==> src/rtl/chip_dispense_sequencer.sv <==
// -----------------------------------------------------------------------------
// chip_dispense_sequencer
//
// Purpose: drives the dispensing solenoid one chip at a time after a start
// edge, confirms each drop on the chip-drop sensor, and reports progress and
// faults (tube empty, jam / sensor timeout).
//
// Ports:
//   clock          in   system clock, rising edge
//   resetN         in   synchronous active-low reset
//   startIn        in   start level; only its rising edge starts a dispense
//   quantityIn[1:0] in  quantity code: 00=1, 01=5, 10=10, 11=20 chips
//   chipSense      in   chip-drop sensor; a rising edge is one chip
//   tubeEmpty      in   high when the chip tube is empty
//   clearFault     in   level; clears a held fault
//   solenoid       out  dispense actuator drive
//   busy           out  high while a dispense is in progress
//   done           out  one-cycle pulse when the quantity has been dispensed
//   fault[1:0]     out  00 none, 01 tube empty, 10 jam
//   dispensedCount[4:0] out  chips confirmed in current / most recent dispense
// -----------------------------------------------------------------------------
module chip_dispense_sequencer #(
   parameter int PULSE_ON      = 50,
   parameter int PULSE_OFF     = 50,
   parameter int SENSE_TIMEOUT = 200,
   parameter int TIMER_W       = 8
) (
   input  logic       clock,
   input  logic       resetN,
   input  logic       startIn,
   input  logic [1:0] quantityIn,
   input  logic       chipSense,
   input  logic       tubeEmpty,
   input  logic       clearFault,
   output logic       solenoid,
   output logic       busy,
   output logic       done,
   output logic [1:0] fault,
   output logic [4:0] dispensedCount
);

   typedef enum logic [2:0] {
      S_IDLE,
      S_PULSE,
      S_WAIT_SENSE,
      S_GAP,
      S_DONE,
      S_FAULT
   } state_t;

   localparam logic [1:0] FAULT_NONE  = 2'b00;
   localparam logic [1:0] FAULT_EMPTY = 2'b01;
   localparam logic [1:0] FAULT_JAM   = 2'b10;

   localparam logic [TIMER_W-1:0] PULSE_LAST = TIMER_W'(PULSE_ON - 1);
   localparam logic [TIMER_W-1:0] GAP_LAST   = TIMER_W'(PULSE_OFF - 1);
   localparam logic [TIMER_W-1:0] TIMEOUT_T  = TIMER_W'(SENSE_TIMEOUT);

   state_t              state_q, state_d;
   logic                solenoid_q, solenoid_d;
   logic                busy_q, busy_d;
   logic                done_q, done_d;
   logic [1:0]          fault_q, fault_d;
   logic [4:0]          count_q, count_d;
   logic [4:0]          target_q, target_d;
   logic [TIMER_W-1:0]  timer_q, timer_d;
   logic                sensed_q, sensed_d;
   logic                start_prev_q, start_prev_d;
   logic                sense_prev_q, sense_prev_d;

   logic                start_edge;
   logic                sense_edge;
   logic                sense_hit;
   logic [TIMER_W-1:0]  timer_inc;

   function automatic logic [4:0] decode_qty(input logic [1:0] code);
      logic [4:0] n;
      case (code)
         2'b00:   n = 5'd1;
         2'b01:   n = 5'd5;
         2'b10:   n = 5'd10;
         default: n = 5'd20;
      endcase
      return n;
   endfunction

   assign start_edge = startIn & ~start_prev_q;
   assign sense_edge = chipSense & ~sense_prev_q;
   // Only the first sensor edge of each chip counts.
   assign sense_hit  = sense_edge & ~sensed_q;
   assign timer_inc  = timer_q + TIMER_W'(1);

   always_comb begin
      state_d      = state_q;
      solenoid_d   = solenoid_q;
      busy_d       = busy_q;
      done_d       = 1'b0;
      fault_d      = fault_q;
      count_d      = count_q;
      target_d     = target_q;
      timer_d      = timer_q;
      sensed_d     = sensed_q;
      start_prev_d = startIn;
      sense_prev_d = chipSense;

      case (state_q)
         S_IDLE: begin
            if (start_edge && (fault_q == FAULT_NONE)) begin
               target_d = decode_qty(quantityIn);
               count_d  = 5'd0;
               if (tubeEmpty) begin
                  state_d = S_FAULT;
                  fault_d = FAULT_EMPTY;
               end else begin
                  state_d    = S_PULSE;
                  timer_d    = '0;
                  sensed_d   = 1'b0;
                  solenoid_d = 1'b1;
                  busy_d     = 1'b1;
               end
            end
         end

         S_PULSE: begin
            timer_d = timer_inc;
            if (sense_hit) begin
               count_d  = count_q + 5'd1;
               sensed_d = 1'b1;
            end
            if (timer_q == PULSE_LAST) begin
               solenoid_d = 1'b0;
               if (sensed_q || sense_hit) begin
                  state_d = S_GAP;
                  timer_d = '0;
               end else begin
                  // Timer keeps running from pulse start for the timeout.
                  state_d = S_WAIT_SENSE;
               end
            end
         end

         S_WAIT_SENSE: begin
            timer_d = timer_inc;
            // A sensor edge on the timeout cycle takes priority over the jam.
            if (sense_hit) begin
               count_d  = count_q + 5'd1;
               sensed_d = 1'b1;
               state_d  = S_GAP;
               timer_d  = '0;
            end else if (timer_inc == TIMEOUT_T) begin
               state_d = S_FAULT;
               fault_d = FAULT_JAM;
               busy_d  = 1'b0;
            end
         end

         S_GAP: begin
            timer_d = timer_inc;
            if (timer_q == GAP_LAST) begin
               timer_d = '0;
               if (count_q == target_q) begin
                  state_d = S_DONE;
                  done_d  = 1'b1;
                  busy_d  = 1'b0;
               end else if (tubeEmpty) begin
                  state_d = S_FAULT;
                  fault_d = FAULT_EMPTY;
                  busy_d  = 1'b0;
               end else begin
                  state_d    = S_PULSE;
                  sensed_d   = 1'b0;
                  solenoid_d = 1'b1;
               end
            end
         end

         S_DONE: begin
            state_d = S_IDLE;
         end

         S_FAULT: begin
            solenoid_d = 1'b0;
            busy_d     = 1'b0;
            if (clearFault) begin
               fault_d = FAULT_NONE;
               state_d = S_IDLE;
            end
         end

         default: begin
            state_d    = S_IDLE;
            solenoid_d = 1'b0;
            busy_d     = 1'b0;
         end
      endcase
   end

   always_ff @(posedge clock) begin
      if (!resetN) begin
         state_q      <= S_IDLE;
         solenoid_q   <= 1'b0;
         busy_q       <= 1'b0;
         done_q       <= 1'b0;
         fault_q      <= FAULT_NONE;
         count_q      <= 5'd0;
         target_q     <= 5'd0;
         timer_q      <= '0;
         sensed_q     <= 1'b0;
         start_prev_q <= 1'b0;
         sense_prev_q <= 1'b0;
      end else begin
         state_q      <= state_d;
         solenoid_q   <= solenoid_d;
         busy_q       <= busy_d;
         done_q       <= done_d;
         fault_q      <= fault_d;
         count_q      <= count_d;
         target_q     <= target_d;
         timer_q      <= timer_d;
         sensed_q     <= sensed_d;
         start_prev_q <= start_prev_d;
         sense_prev_q <= sense_prev_d;
      end
   end

   assign solenoid       = solenoid_q;
   assign busy           = busy_q;
   assign done           = done_q;
   assign fault          = fault_q;
   assign dispensedCount = count_q;

endmodule

==> config.mk <==
export PLATFORM = sky130hd
export DESIGN_NAME = chip_dispense_sequencer
export DESIGN_NICKNAME = d
export VERILOG_FILES = /design/src/rtl/chip_dispense_sequencer.sv
export SDC_FILE = /design/constraint.sdc
export NUM_CORES = 1
export LEC_CHECK = 0
export ABC_AREA = 1
export ABC_CLOCK_PERIOD_IN_PS = 4400
export CORE_ASPECT_RATIO = 0.6
export CORE_UTILIZATION = 29
export CTS_BUF_LIST = sky130_fd_sc_hd__clkbuf_4 sky130_fd_sc_hd__clkbuf_8
export DETAILED_ROUTE_END_ITERATION = 8
export PLACE_DENSITY_LB_ADDON = 0.25
export SLEW_MARGIN = 30
export SYNTH_ARGS = -nofsm -noshare
export SYNTH_HDL_FRONTEND = slang
export SYNTH_SLANG_ARGS = --single-unit
==> constraint.sdc <==
create_clock -name clock -period 4.4 [get_ports clock]
set_clock_uncertainty 0.05 [all_clocks]
set_input_delay 0.44 -clock clock [delete_from_list [all_inputs] [get_ports clock]]
set_output_delay 0.44 -clock clock [all_outputs]
set_load 0.02 [all_outputs]
; ---- Word level (Yosys, flattened, before mapping)
; Index checks and enable logic that the tools add are counted.
[word_totals]
word_cells = 113
out_inout_bits = 10
inputBits = 8
reg_bits = 29
[classes]
eq_ne = 21
addsub = 2
mux = 50
bitwise = 8
reduce_logical = 21
[ops]
columns = cell, count
row1 = $mux W8, 6
row2 = $pmux W8 S4, 1
row3 = $mux W3, 8
row4 = $mux W1, 19
row5 = $ne A2 B2 Y1 const B, 8
row6 = $pmux W3 S5, 1
row7 = $pmux W5 S3, 1
row8 = $reduce_and A5 Y1, 3
row9 = $mux W2, 7
row10 = $reduce_and A7 Y1, 2
row11 = $mux W5, 2
row12 = $pmux W5 S2, 1
row13 = $reduce_and A3 Y1, 3
row14 = $add A8 B1 Y8 const B, 1
row15 = $eq A8 B6 Y1 const B, 1
row16 = $eq A8 B8 Y1 const B, 1
row17 = $pmux W1 S4, 2
row18 = $pmux W2 S4, 1
row19 = $reduce_bool A4 Y1, 2
row20 = $eq A3 B2 Y1 const B, 2
row21 = $eq A3 B3 Y1 const B, 2
row22 = $ne A3 B3 Y1 const B, 2
row23 = $reduce_or A2 Y1, 3
row24 = $add A5 B1 Y5 const B, 1
row25 = other kinds (15), 22

; ---- Logic depth before layout (Yosys ltp)
; Gate-level depths: netlist (run 1).
[logic_depth]
depth_word = 7
depth_mapped = 12
depth_no_buf = 12

; ---- Worst setup path before layout (run 1)
; OpenSTA, ideal clock, no wires.
[synth_path]
path_type = reg-to-reg
startpoint = reg timer_q[0]
endpoint = reg state_q[1]
n_path_buf = 0
setup_time_ns = 0.128
synth_period_minus_slack_ns = 1.611
path_slack_ns = 2.789
arrival_time_ns = 1.433
t_required_ns = 4.222
stages_incl_launch_ff = 11
cell_sequence = dfxtp_1 ha_1 nand3_1 o21bai_1 nand2_1 nor2_2 nand3_1 nand2_1 nand2_2 o21ai_1 nor2_1
[synth_via]
elab_chain_len = 4
elab_cells_between_ends = 7
classes_between = add/sub (1) / eq/ne (5) / reduce/logical (1)
[synth_lines]
columns = element, line
row1 = from (decl), 66  ; logic [TIMER_W-1:0] timer_q, timer_d;
row2 = from (signal assigned), 219  ; timer_q <= timer_d;
row3 = $add A8 B1 Y8, 91  ; assign timer_inc = timer_q + TIMER_W'(1);
row4 = $eq A8 B8 Y1, 150  ; end else if (timer_inc == TIMEOUT_T) begin
row5 = $ne A3 B3 Y1 (no source line), n/a
row6 = $reduce_and A5 Y1 (no source line) *, n/a
row7 = to (signal assigned), 212  ; state_q <= state_d;
row8 = to (decl), 59  ; state_t state_q, state_d;
; Every way passes the cells marked *; elsewhere a longest branch is shown, timed or not.
; A chain may end at the register's enable or synchronous reset.

; ---- Worst setup path in the final report (run 1)
[layout_path]
startpoint = in chipSense
endpoint = reg count_q[4], in the netlist dispensedCount[4]
[layout_via]
elab_chain_len = 4
[layout_lines]
columns = element, line
row1 = from (decl), 32  ; input logic chipSense,
row2 = $and A1 B1 Y1, 88  ; assign sense_edge = chipSense & ~sense_prev_q;
row3 = $and A1 B1 Y1, 90  ; assign sense_hit = sense_edge & ~sensed_q;
row4 = $ne A2 B1 Y1 (no source line), n/a
row5 = $reduce_and A3 Y1 (no source line), n/a
row6 = to (signal assigned), 217  ; count_q <= count_d;
row7 = to (decl), 64  ; logic [4:0] count_q, count_d;
; Every way passes these cells.

==> results.md, run 1 <==
Critical path
- endpoint of the most critical register-to-register path: state_q[1]
- worst endpoint data arrival time: 2.12 ns
- worst r2r src: timer_q[0]
- library cell appearing most often on the critical path: sky130_fd_sc_hd__nor3_1
- crit start category: input port
- critical path required time: 4.52 ns
- CP endpoint kind: flip-flop
- worst setup path startpoint: chipSense
- number of cells traversed by the worst register-to-register path: 10
- CP max-delay cell: sky130_fd_sc_hd__clkdlybuf4s50_1
- class of the most critical setup path: input port to flip-flop
- cell chain of the critical path: clkdlybuf4s50_1 > inv_1 > nor3_1 > nand2_1 > nand2_2 > inv_2 > nor4_1 > nor3_1
- maximum single-stage delay on the critical path: 0.48 ns
- maximum net fanout on the critical path: 6
- register-to-register setup slack: 2.51 ns

Worst hold path
- launch point of the worst hold path: target_q[0]
- class of the tightest hold or removal check: flip-flop to flip-flop
- endpoint of the worst hold-timing path: target_q[0]
- number of cells on the worst hold path: 2

Flow run
- count of maximum capacitance violations: 0

Route
- average wire per cell in the routed design: 11.7 microns
- residual DRC count: 0
- number of vias per cell: 4.59
- number of nets still failing antenna checks after routing: 0
- total routed wirelength: 4140 microns
- total iterations of the first detailed-routing run: 4
- Initial DRC Count: 117
- vias after detailed routing: 1619

Die
- I/O pin cnt: 18
- die area: 6060 sq um
- Placeable Area: 5280 sq um
- initial standard-cell utilization of the core: 31.5%
- chip width: 99.8 microns
- die boundary height: 60.7 microns
- number of placement rows: 20

Global route
- number of global-route vias before repair: 1386
- number of antenna violations at the first check in global routing: 0
- overflow left after global routing: 0
- wire length of the first global-routing pass: 7020 microns
- Total GRT Usage: 15.0%
- largest net degree at the start of global routing: 15

Yosys
- biggest area consumer among synthesized cells: sky130_fd_sc_hd__dfxtp_1
- sequential fraction of the synthesis area: 33.7%
- number of nets in the synthesized netlist: 270
- cell area after technology mapping: 1670 sq um
- Yosys warning total: 0
- synthesized area per cell: 6.45 sq um
- flip-flop and latch count after synthesis: 28
- cell count after synthesis: 258
- most area-consuming cells after synthesis: sky130_fd_sc_hd__dfxtp_1 34%, sky130_fd_sc_hd__nand2_1 16%, sky130_fd_sc_hd__nand3_1 6.9%
- number of different library cells in the post-synthesis netlist: 28
- fraction of synthesized cell area taken by the top area cell type: 33.7%

STA
- endpoints failing hold: 0
- FMAX: 499 MHz
- Worst Max-Slew Pin Slew: 0.611 ns
- Slew Limit Headroom: 59.0%
- Sum Neg Setup Slack: 0 ns
- post-route fraction of the period consumed by the critical path: 45.5%
- Final min period: 2.00 ns
- count of final setup violators: 0
- Slew Viols, Final: 0
- RSZ-0062 raised after global routing: false

Power and ir drop
- power per unit of standard cell area: 561 nW/um^2
- Internal: 0.000578 W
- switching share of power: 47.6%
- sequential fraction of design power: 32.7%
- Gate power share: 54.2%
- switching power summed over all nets: 0.000525 W
- Clock Power Share: 13.1%
- total power consumption of the routed design: 0.00110 W
- worst ir drop on vdd: 0.000182 V
- leakage power figure: 0.812 nW

Clocking
- # resized after CTS: 0
- clock root cell: sky130_fd_sc_hd__clkbuf_8
- number of hold buffers added after cts: 0
- clock tree buffer depth: 2
- buffers inserted by post-CTS timing repair: 0
- total CTS buffers: 3
- Worst-Skew Late Latency: 0.28 ns
- clock slew seen by the registers of the worst setup and hold paths: 0.10 ns
- TritonCTS clock tree: yes
- total clock sinks: 28
- Clock H-tree levels: 1

Cells and area
- Synth-to-Final Area Change: 18.0%
- final design area excluding fillers: 1970 sq um
- Filler cells: 571
- most frequent cells in the layout: 72 x sky130_fd_sc_hd__nand2_1, 30 x sky130_fd_sc_hd__inv_1, 28 x sky130_fd_sc_hd__dfxtp_1, 23 x sky130_fd_sc_hd__nand3_1, 21 x sky130_fd_sc_hd__nor2_1
- diode count: 0
- area used by multi-input combinational logic: 940 sq um
- most frequent standard cell in the layout excluding fill and tap cells: sky130_fd_sc_hd__nand2_1
- final-stage net count: 290
- share of final-layout standard cells stronger than drive strength 1: 12.3%
- sequential cell area: 561 sq um

Place
- Detail Placement HPWL: 3260 microns
- # port buffers: 17
- total cell area at the placement stage: 1920 sq um
- final weighted congestion in routability-driven placement: 0.840

Status
- status: finished, final reports clean

## routing by layer
| layer | wire [microns] | GRT usage [%] | vias up |
|---|---|---|---|
| met3 | 283 | 4.03 | 2 |
| li1 | - | - | 872 |
| met1 | 2390 | 24.8 | 710 |
| met2 | 1460 | 18.8 | 35 |
| met4 | 13 | 1.26 | 0 |
| met5 | 0 | 0 | - |
## worst max path at each step
stage | slack (ns) | end | cells past startpoint
after floorplan | 2.79 | state_q[1] | 10
after global placement | 2.16 | dispensedCount[3] | 8
after detailed placement | 2.12 | dispensedCount[3] | 8
after CTS | 2.42 | dispensedCount[3] | 8
after global routing | 2.25 | dispensedCount[3] | 8
final | 2.40 | dispensedCount[4] | 8
## sequential cells by signal (all words and copies together) (netlist names)
signal	flops
fault	2
target_q	4
busy	1
sense_prev_q	1
done	1
start_prev_q	1
solenoid	1
dispensedCount	5
sensed_q	1
timer_q	8
state_q	3
## cell type report
class,count,share of cell area [%]
multi-input cells,186,47.8
repair buffers,17,8.66
well taps,77,4.90
clock buffers,3,2.10
flip-flops and latches,28,28.5
inverters,42,8.02
## cell families (layout without fill, tap and decap cells)
family                     after synthesis  count (layout)  synth area share (%)
and+or+nand+nor                        146             146                  40.7
buffers and inverters                   44              62                  9.92
AOI/OAI and AO/OA                       35              35                  12.2
DFF                                     28              28                  33.7
adders and majority gates                4               4                  3.01
xor gates and xnor gates                 1               1                 0.526
## cells in the mapped netlist (all sizes together)
master    n
a211oi    2
a21oi    18
a2bb2oi   1
a31oi     1
clkbuf    2
dfxtp    28
ha        4
inv      42
nand2    78
nand3    26
nand3b    1
nand4     5
nor2     28
nor3      6
nor4      2
o21ai    10
o21bai    1
o32ai     2
xnor2     1
## power by group through the flow
stage / sequential (W) / combinational, W / clock, W
after floorplan: 0.000383 / 0.000410 / 0
after global placement: 0.000366 / 0.000596 / 0
after detailed placement: 0.000366 / 0.000593 / 0
after CTS: 0.000360 / 0.000595 / 0.000147
after global routing: 0.000370 / 0.000677 / 0.000161
final: 0.000360 / 0.000598 / 0.000145
## metrics by stage
step                util [%]  instances  hold WS (ns)  setup slack (ns)
floorplan                  -        258         0.391              2.79
global placement        36.4        350         0.408              2.16
detailed placement      36.4        350         0.411              2.12
CTS                     37.2        353         0.425              2.42
global route            37.2        353         0.472              2.25
finish                  37.2        353         0.427              2.40
## critical path: cells and delay by family
family,cells,cell delay [ns]
buffers and inverters,3,0.61
AND/OR/NAND/NOR,5,1.06
(Power assumes the default switching activity.)
==> run 2, diff against run 1 <==
- ABC_CLOCK_PERIOD_IN_PS: 4400 -> 1600
- clock period: 4.4 -> 1.6 ns (I/O delays scaled with it)
==> run 2 against run 1 <==
Count of clock-buffer cells in the layout did not move. Clock power rose to 3.9 times the previous value. Global-route usage rose by 0.73 points. Setup slack got worse by 2.4 ns. Register-to-register slack got worse by 2.5 ns. Power rose to 3.5 times the previous value. Flip-flop and latch count did not move.
==> results.md, run 2 (synthesis results as in run 1) <==
Route
- total routed wirelength: 4580 microns
- vias after detailed routing: 1760
- Initial DRC Count: 58
- average wire per cell in the routed design: 11.6 microns
- number of nets still failing antenna checks after routing: 0
- residual DRC count: 0
- number of vias per cell: 4.48
- total iterations of the first detailed-routing run: 4

STA
- FMAX: 630 MHz
- Slew Viols, Final: 0
- RSZ-0062 raised after global routing: true
- endpoints failing hold: 0
- count of final setup violators: 0
- Slew Limit Headroom: 81.0%
- Worst Max-Slew Pin Slew: 0.284 ns
- Final min period: 1.59 ns
- Sum Neg Setup Slack: 0 ns
- post-route fraction of the period consumed by the critical path: 99.2%

Critical path
- critical path required time: 1.76 ns
- number of cells traversed by the worst register-to-register path: 11
- crit start category: flip-flop
- Crit path buffers/inverters: 0
- worst r2r src: timer_q[1]
- class of the most critical setup path: flip-flop to flip-flop
- cell chain of the critical path: ha_4 > nand3_2 > o21bai_1 > nand2_1 > nor2_2 > nand3_2 > nand2_2 > nand2_2 > nand2_1 > o21ai_2 > nor2_1
- family with the most delay on the worst path: simple AND/OR/NAND/NOR gates
- endpoint of the most critical register-to-register path: state_q[1]
- CP max-delay cell: sky130_fd_sc_hd__dfxtp_4
- maximum net fanout on the critical path: 4
- maximum single-stage delay on the critical path: 0.38 ns
- worst endpoint data arrival time: 1.75 ns
- register-to-register setup slack: 0.01 ns
- CP endpoint kind: flip-flop

Cells and area
- Synth-to-Final Area Change: 47.5%
- share of final-layout standard cells stronger than drive strength 1: 32.6%
- max FFs per register: 8
- top register by number of flip-flops: timer_q
- final cell utilization of the core: 46.5%
- final-stage net count: 329
- diode count: 0
- most frequent standard cell in the layout excluding fill and tap cells: sky130_fd_sc_hd__nand2_1
- most frequent cells in the layout: 66 x sky130_fd_sc_hd__nand2_1, 39 x sky130_fd_sc_hd__buf_4, 29 x sky130_fd_sc_hd__inv_1, 21 x sky130_fd_sc_hd__dfxtp_1, 19 x sky130_fd_sc_hd__nand3_1
- post-layout instance count excluding filler cells: 393

Die
- Placeable Area: 5280 sq um
- die area: 6060 sq um
- I/O pin cnt: 18
- number of placement rows: 20
- initial standard-cell utilization of the core: 31.5%
- die boundary height: 60.7 microns
- chip width: 99.8 microns

Power and ir drop
- power per unit of standard cell area: 1570 nW/um^2
- leakage power figure: 1.07 nW
- worst ir drop on vdd: 0.000635 V

Global route
- number of global-route vias before repair: 1543
- Total GRT Usage: 15.7%
- wire length of the first global-routing pass: 7260 microns
- number of antenna violations at the first check in global routing: 0
- largest net degree at the start of global routing: 17
- overflow left after global routing: 0

Clocking
- clock tree buffer depth: 2
- Worst-Skew Late Latency: 0.28 ns
- clock slew seen by the registers of the worst setup and hold paths: 0.10 ns
- clock root cell: sky130_fd_sc_hd__clkbuf_8
- number of hold buffers added after cts: 0
- Clock H-tree levels: 1
- total CTS buffers: 3
- TritonCTS clock tree: yes
- total clock sinks: 28

Worst hold path
- number of cells on the worst hold path: 3
- endpoint of the worst hold-timing path: sense_prev_q
- launch point of the worst hold path: chipSense
- class of the tightest hold or removal check: input port to flip-flop

Place
- Cells after DPL: 385
- Detail Placement HPWL: 3470 microns
- final weighted congestion in routability-driven placement: 0.934
- # port buffers: 17

Flow run
- count of maximum capacitance violations: 0

Status
- status: finished, final reports clean

run 2: changes by cell type in the layout (fill, tap and decap cells not counted), sizes merged:
cell	previous run	this run
buf	0	39
bufinv	0	1
clkdlybuf4s50	17	15
dlygate4sd2	0	1
dlymetal6s2s	0	1
run 2: how the worst max path moves through the flow:
stage	startpoint	to	slack, ns	cells after the start
5_1_grt	timer_q[1]	state_q[0]	-0.1	10
2_1_floorplan	timer_q[0]	state_q[1]	0.05	10
3_5_place_dp	startIn	busy	-0.16	10
3_3_place_gp	startIn	busy	-0.17	10
4_1_cts	timer_q[0]	timer_q[1]	-0.003	10
6_report	timer_q[1]	state_q[1]	0.01	11
run 2: worst register-to-register path: cells and delay by family, from the launching register on:
kind            cells  cell delay [ns]
flops               1             0.38
simple gates        8             0.74
fa+ha+maj           1             0.14
compound gates      2             0.22
run 2: where the power goes:
part	internal, W	total, W	switching [W]
combinational	0.000978	0.00227	0.00129
sequential	0.000861	0.00101	0.000152
clock	0.000335	0.000565	0.000230
total	0.00217	0.00385	0.00167
run 2: timing repair:
| action | in CTS | in global routing |
|---|---|---|
| endpoints found under the setup margin | 9 | 23 |
| pin swaps | 5 | 8 |
| buffers inserted | 2 | 2 |
| resized for setup | 7 | 39 |
| cloned | 0 | 0 |
run 2: area by class of cell:
cell class              count  area, sq um
flip-flops and latches     28          577
fillers                   555         2820
inverters                  42          163
repair buffers             56          464
multi-input cells         186         1080
well taps                  77         96.3
clock inverters             1         30.0
clock buffers               3         41.3
run 2: through the flow:
step | hold slack, ns | total power [W] | area (sq um) | worst slack, ns
6_report | 0.382 | 0.00385 | 2460 | 0.0126
5_1_grt | 0.397 | 0.00415 | 2460 | -0.0967
4_1_cts | 0.358 | 0.00361 | 2300 | -0.00260
3_5_place_dp | 0.413 | 0.00299 | 2190 | -0.164
3_3_place_gp | 0.404 | 0.00300 | 2190 | -0.173
2_1_floorplan | 0.203 | 0.00219 | 1670 | 0.0496
run 2: metal layers:
layer	up-vias	global-route usage (%)	share of wire, %
met1	787	25.0	59
met3	0	3.46	2.9
li1	949	-	-
met5	-	0	0
met4	0	1.26	0
met2	24	21.9	38
